$ cat src/rtl/nco_pkg.sv
// nco_pkg: shared sweep-control types and default configuration for the NCO effects
package nco_pkg;
  localparam int FREQ_W = 8;
  localparam int DIV_W = 16;
  localparam int HOLD_W = 8;
  typedef enum logic [1:0] {UP_ONCE, DOWN_ONCE, TRIANGLE, SAW} sweep_mode_e;
  typedef enum logic [2:0] {S_IDLE, S_UP, S_DOWN, S_HOLD_TOP, S_HOLD_BOT} sweep_state_e;
  typedef struct packed {
    logic [FREQ_W-1:0] min;
    logic [FREQ_W-1:0] max;
    logic [FREQ_W-1:0] step;
    logic [DIV_W-1:0] div;
    sweep_mode_e mode;
    logic [HOLD_W-1:0] hold;
  } sweep_cfg_t;
  localparam sweep_cfg_t CFG_DEFAULT = '{min: '0, max: '1, step: FREQ_W'(1), div: '0, mode: UP_ONCE, hold: '0};
endpackage

$ cat src/rtl/nco_sweep_ctrl_tick_div.sv
// tick_div: free-running prescaler that wraps after div+1 cycles, restartable via clr
module tick_div #(
  parameter int WIDTH = 16
) (
  input  logic             clk,
  input  logic             rst,
  input  logic             clr,
  input  logic [WIDTH-1:0] div,
  output logic             wrap
);
  logic [WIDTH-1:0] count;
  // >= keeps the counter from running the full range if div shrinks under it
  assign wrap = count >= div;
  always_ff @(posedge clk)
    count <= (rst || clr || wrap) ? '0 : count + 1'b1;
endmodule

$ cat src/rtl/nco_sweep_ctrl.sv
// nco_sweep_ctrl: steps the NCO frequency word between configured bounds at a prescaled tick rate
module nco_sweep_ctrl
  import nco_pkg::*;
#(
  parameter int FREQ_WIDTH = FREQ_W,
  parameter int DIV_WIDTH  = DIV_W,
  parameter int HOLD_WIDTH = HOLD_W
) (
  input  logic                  clk,
  input  logic                  rst,
  input  logic                  cfg_valid,
  output logic                  cfg_ready,
  input  logic [FREQ_WIDTH-1:0] cfg_min,
  input  logic [FREQ_WIDTH-1:0] cfg_max,
  input  logic [FREQ_WIDTH-1:0] cfg_step,
  input  logic [DIV_WIDTH-1:0]  cfg_div,
  input  logic [1:0]            cfg_mode,
  input  logic [HOLD_WIDTH-1:0] cfg_hold,
  input  logic                  start,
  input  logic                  stop,
  output logic                  nco_en,
  output logic [FREQ_WIDTH-1:0] nco_freq,
  output logic                  busy,
  output logic                  done,
  output logic                  tick,
  output logic                  cfg_err
);
  sweep_cfg_t cfg;
  sweep_state_e state, state_d;
  logic [FREQ_WIDTH-1:0] freq_d, stp, up_nxt, dn_nxt;
  logic [FREQ_WIDTH:0] up_sum, dn_lim;
  logic [HOLD_WIDTH-1:0] dwell, dwell_d;
  logic wrap, clr, done_d, go;
  assign busy = state != S_IDLE;
  assign nco_en = busy;
  assign cfg_ready = !busy;
  assign tick = wrap && busy;
  tick_div #(.WIDTH(DIV_WIDTH)) u_div (
    .clk  (clk),
    .rst  (rst),
    .clr  (clr),
    .div  (cfg.div),
    .wrap (wrap)
  );
  always_comb begin
    state_d = state;
    freq_d = nco_freq;
    dwell_d = dwell;
    done_d = 1'b0;
    go = !busy && start && !stop && !cfg_err;
    clr = go;
    stp = (cfg.step == '0) ? FREQ_WIDTH'(1) : cfg.step;
    up_sum = {1'b0, nco_freq} + {1'b0, stp};
    dn_lim = {1'b0, cfg.min} + {1'b0, stp};
    up_nxt = (up_sum > {1'b0, cfg.max}) ? cfg.max : up_sum[FREQ_WIDTH-1:0];
    dn_nxt = ({1'b0, nco_freq} < dn_lim) ? cfg.min : nco_freq - stp;
    if (go) begin
      state_d = (cfg.mode == DOWN_ONCE) ? S_DOWN : S_UP;
      freq_d = (cfg.mode == DOWN_ONCE) ? cfg.max : cfg.min;
    end else if (busy && stop) begin
      state_d = S_IDLE;
    end else if (tick) begin
      case (state)
        S_UP: begin
          if (nco_freq != cfg.max) freq_d = up_nxt;
          else if (cfg.mode == TRIANGLE) begin
            state_d = S_HOLD_TOP;
            dwell_d = '0;
          end else if (cfg.mode == SAW) freq_d = cfg.min;
          else begin
            state_d = S_IDLE;
            done_d = 1'b1;
          end
        end
        S_DOWN: begin
          if (nco_freq != cfg.min) freq_d = dn_nxt;
          else if (cfg.mode == TRIANGLE) begin
            state_d = S_HOLD_BOT;
            dwell_d = '0;
          end else begin
            state_d = S_IDLE;
            done_d = 1'b1;
          end
        end
        // leaving a dwell takes the first step; a zero-width range skips straight to the other dwell
        S_HOLD_TOP: begin
          dwell_d = (dwell == cfg.hold) ? '0 : dwell + 1'b1;
          if (dwell == cfg.hold) begin
            state_d = (nco_freq == cfg.min) ? S_HOLD_BOT : S_DOWN;
            freq_d = dn_nxt;
          end
        end
        S_HOLD_BOT: begin
          dwell_d = (dwell == cfg.hold) ? '0 : dwell + 1'b1;
          if (dwell == cfg.hold) begin
            state_d = (nco_freq == cfg.max) ? S_HOLD_TOP : S_UP;
            freq_d = up_nxt;
          end
        end
        default: state_d = S_IDLE;
      endcase
    end
  end
  always_ff @(posedge clk) begin
    if (rst) begin
      state <= S_IDLE;
      nco_freq <= '0;
      dwell <= '0;
      done <= 1'b0;
      cfg_err <= 1'b0;
      cfg <= CFG_DEFAULT;
    end else begin
      state <= state_d;
      nco_freq <= freq_d;
      dwell <= dwell_d;
      done <= done_d;
      if (cfg_valid && cfg_ready) begin
        cfg <= '{min: cfg_min, max: cfg_max, step: cfg_step, div: cfg_div, mode: sweep_mode_e'(cfg_mode), hold: cfg_hold};
        cfg_err <= cfg_min > cfg_max;
      end
    end
  end
endmodule
$ cat config.mk
export PLATFORM = sky130hd
export DESIGN_NAME = nco_sweep_ctrl
export DESIGN_NICKNAME = d
export VERILOG_FILES = /design/src/rtl/nco_pkg.sv /design/src/rtl/nco_sweep_ctrl_tick_div.sv /design/src/rtl/nco_sweep_ctrl.sv
export SDC_FILE = /design/constraint.sdc
export NUM_CORES = 1
export LEC_CHECK = 0
export BUFFER_PORTS_ARGS = -buffer_cell sky130_fd_sc_hd__buf_2
export CORE_ASPECT_RATIO = 1.5
export CORE_MARGIN = 4
export CORE_UTILIZATION = 50
export CTS_BUF_LIST = sky130_fd_sc_hd__clkbuf_8
export DETAILED_ROUTE_END_ITERATION = 8
export PLACE_DENSITY = 0.7
export SLEW_MARGIN = 30
export SYNTH_ARGS = -nofsm -noshare
export SYNTH_HDL_FRONTEND = slang
export SYNTH_SLANG_ARGS = --single-unit
$ cat constraint.sdc
create_clock -name clk -period 5.1 [get_ports clk]
set_input_delay 0.51 -clock clk [delete_from_list [all_inputs] [get_ports clk]]
set_output_delay 0.51 -clock clk [all_outputs]
set_load 0.02 [all_outputs]
==> run metrics <==
Achievable Freq 229 MHz; most used cell, CP ha_1; Clock Pin Slew Worst Setup and Hold Paths 0.10 ns; WP data required 5.38 ns; Hold Path Cell Cnt 3; hpwl dp 14,400 um; CTS hold repair buffers 0; DR pass1 iterations 5; H-tree depth 3; Die Ht 145 um; Max stage delay on crit path 0.56 ns; largest net degree at the start of global routing 60; Crit path arrival time 4.63 ns; CTS tree built; reg-to-reg setup timing slack 0.74 ns; Max VDD drop 237 uV; final slew viol count 0; outcome completed; worst-path fanout max 8; RePlAce Congestion 1.01; crit path time final 4.36 ns; P_leak 2.98 nW; Total Power 2.58 mW; core footprint 12,400 sq um; commonest cells after routing, fill and taps aside nand2_1, dfxtp_1, a21oi_1; Reg-to-Reg End nco_freq[6]$_SDFFE_PP0P_; Tcrit/Tclk final 85.5%; IO Pins 69; Cells after Synth 807; Mapped Area 6300 sq um; Post-synth EDFFs 0; synthesized flop and latch total 87; post-synth net total 929; Post-DRT Antenna Nets 0; postcts setup bufs 0; clk_lat worst skew 0.37 ns; setup_tns 0 ns; initial antenna violation count 0; Hold Fails Final Rpt 0; wl on met1 7400 um; startpoint types flop; min-delay worst type in2reg; root buffer cell clkbuf_8; reg2reg start cfg[27]$_SDFFE_PP0P_; asr flop ratio synth 0%; # resized after CTS 0; critical path class reg2reg; met2 routed WL 9210 um; RSZ-0062 raised after global routing no; critical path, cell by cell nor4_1, a41o_1, ha_1, fa_1, nand2b_1, a221oi_1, or4_1, nand3_1, ha_1, o21ai_0, a21oi_1, o221ai_1, and3_1, mux2i_1, o311a_1, o41ai_1; row count 50; vias in the first global route 5,893; first-pass GRT wire length 29,700 um; final wirelength 18,500 um; Worst setup EP type flop; P per Cell Area 375 nW/um^2; detailed-route vias per instance 5.98; Worst-Margin Slew 0.802 ns; Worst path slowest cell dfxtp_1; grt total ovfl 0; drt initial violations 298; Avg WL per Cell 18.3 um; Die ar. 14,500 sq um; number of setup violations in the final report 0; Die X 99.7 um; highest metal used met4; Worst Hold Path EP cfg[26]$_SDFFE_PP1P_; Port Buffers 68; area grow syn2layout 9.29%; min-delay src cfg_step[0]; post-synth cell types 77; DR vias 6,046; Slew HR 46.5%; main flop type after synthesis dfxtp_1; yosys warns 0; Initial Util 50.9%; worst r2r path cells 16; nets 972; commonest non-fill, non-tap cell in the layout nand2_1; met3 WL 741 um; Post-Syn Area per Cell 7.81 sq um; CTS Sinks 87; share of cells above drive strength 1 12.3%; DR DRC count 0; total CTS buffers 9; Max Cap Violations 0; ANT cells 0; total track usage 25.6%; Worst Skew 0.0144 ns; Seq/Total Area, Yosys 27.6%; Max clock buf depth 2
## critical path, delay by kind of cell (launching register included)
kind / cells / cell delay (ns)
compound gates: 7 / 1.43
simple gates: 5 / 1.23
fa+ha+maj: 3 / 0.91
flops: 1 / 0.56
mux: 1 / 0.14
## per-layer routing
layer / GRT usage (%) / up-vias
li1: - / 2950
met1: 29.1 / 2856
met2: 44.4 / 182
met3: 3.55 / 58
met4: 15.6 / 0
met5: 0 / -
## Yosys cell counts (3+ instances only)
cell type	count	area, sq um
o41ai_1	6	52.6
o21bai_1	3	22.5
xnor2_1	26	228
nor2b_1	9	56.3
buf_1	4	15.0
a221oi_1	4	35.0
nor4_1	3	18.8
nand4_1	12	75.1
or2_2	3	18.8
o21ai_0	24	120
a211oi_1	5	37.5
o311ai_1	4	35.0
and2_1	3	18.8
or3_1	3	18.8
nand3_1	19	95.1
o21a_1	9	67.6
dfxtp_1	87	1740
o221ai_1	4	35.0
o221a_1	4	45.0
and3_1	11	68.8
xor2_1	25	219
or4_1	6	45.0
ha_1	64	801
o21ai_1	8	40.0
inv_1	54	203
fa_1	3	60.1
nand2b_1	10	62.6
nand2_1	132	495
o211ai_1	12	90.1
nor3_1	8	40.0
and4_1	4	35.0
a21o_1	7	52.6
a31oi_1	11	68.8
mux2i_1	8	80.1
clkbuf_1	27	101
buf_2	4	20.0
nor2_1	52	195
a21oi_1	72	360
o31ai_1	6	45.0
## worst max path at each step
stage                    startpoint                        to  cells after the start
5_1_grt        cfg[27]$_SDFFE_PP0P_  nco_freq[6]$_SDFFE_PP0P_                     16
3_5_place_dp   cfg[27]$_SDFFE_PP0P_  nco_freq[6]$_SDFFE_PP0P_                     16
2_1_floorplan  cfg[27]$_SDFFE_PP0P_  nco_freq[0]$_SDFFE_PP0P_                     16
6_report       cfg[27]$_SDFFE_PP0P_  nco_freq[6]$_SDFFE_PP0P_                     16
3_3_place_gp   cfg[27]$_SDFFE_PP0P_  nco_freq[6]$_SDFFE_PP0P_                     16
4_1_cts        cfg[27]$_SDFFE_PP0P_  nco_freq[6]$_SDFFE_PP0P_                     16
## state kept, by name, summed over array words and instances, names as in the netlist
| signal | flops |
|---|---|
| dwell | 8 |
| nco_freq | 8 |
| cfg | 50 |
| u_div.count | 16 |
| cfg_err | 1 |
| done | 1 |
| state | 3 |
## cells by family after synthesis
| group | share of synthesized area (%) |
|---|---|
| AO/OA/AOI/OAI | 22.5 |
| XOR/XNOR | 7.09 |
| adder cells (fa/ha/maj) | 13.7 |
| buffers and inverters | 6.12 |
| flip-flops | 27.6 |
| multiplexers | 1.45 |
| AND/OR/NAND/NOR | 21.5 |
## where the power goes
part / internal [mW] / total (mW) / switching (mW)
combinational: 0.479 / 1.21 / 0.726
clock: 0.186 / 0.469 / 0.283
sequential: 0.760 / 0.904 / 0.144
## metrics by stage
step	std cells	hold WS, ns	util, %	area (sq um)	setup slack, ns
6_report	1011	0.345	55.6	6890	0.741
5_1_grt	1011	0.334	55.6	6890	0.413
4_1_cts	1011	0.327	55.6	6890	0.738
3_5_place_dp	995	0.449	54.1	6700	0.756
3_3_place_gp	995	0.445	54.0	6690	0.851
2_1_floorplan	807	0.436	-	6300	1.24
## cell type report
cell class                 instances  area, sq um
clock buffer                       9          124
clock inverter                     7         66.3
tap                              156          195
timing repair buffer              72          370
sequential                        87         1740
inverter                          55          206
multi-input combinational        625         4180
fill                            1187         5500
Note: power is estimated with default switching activity, not from simulation.
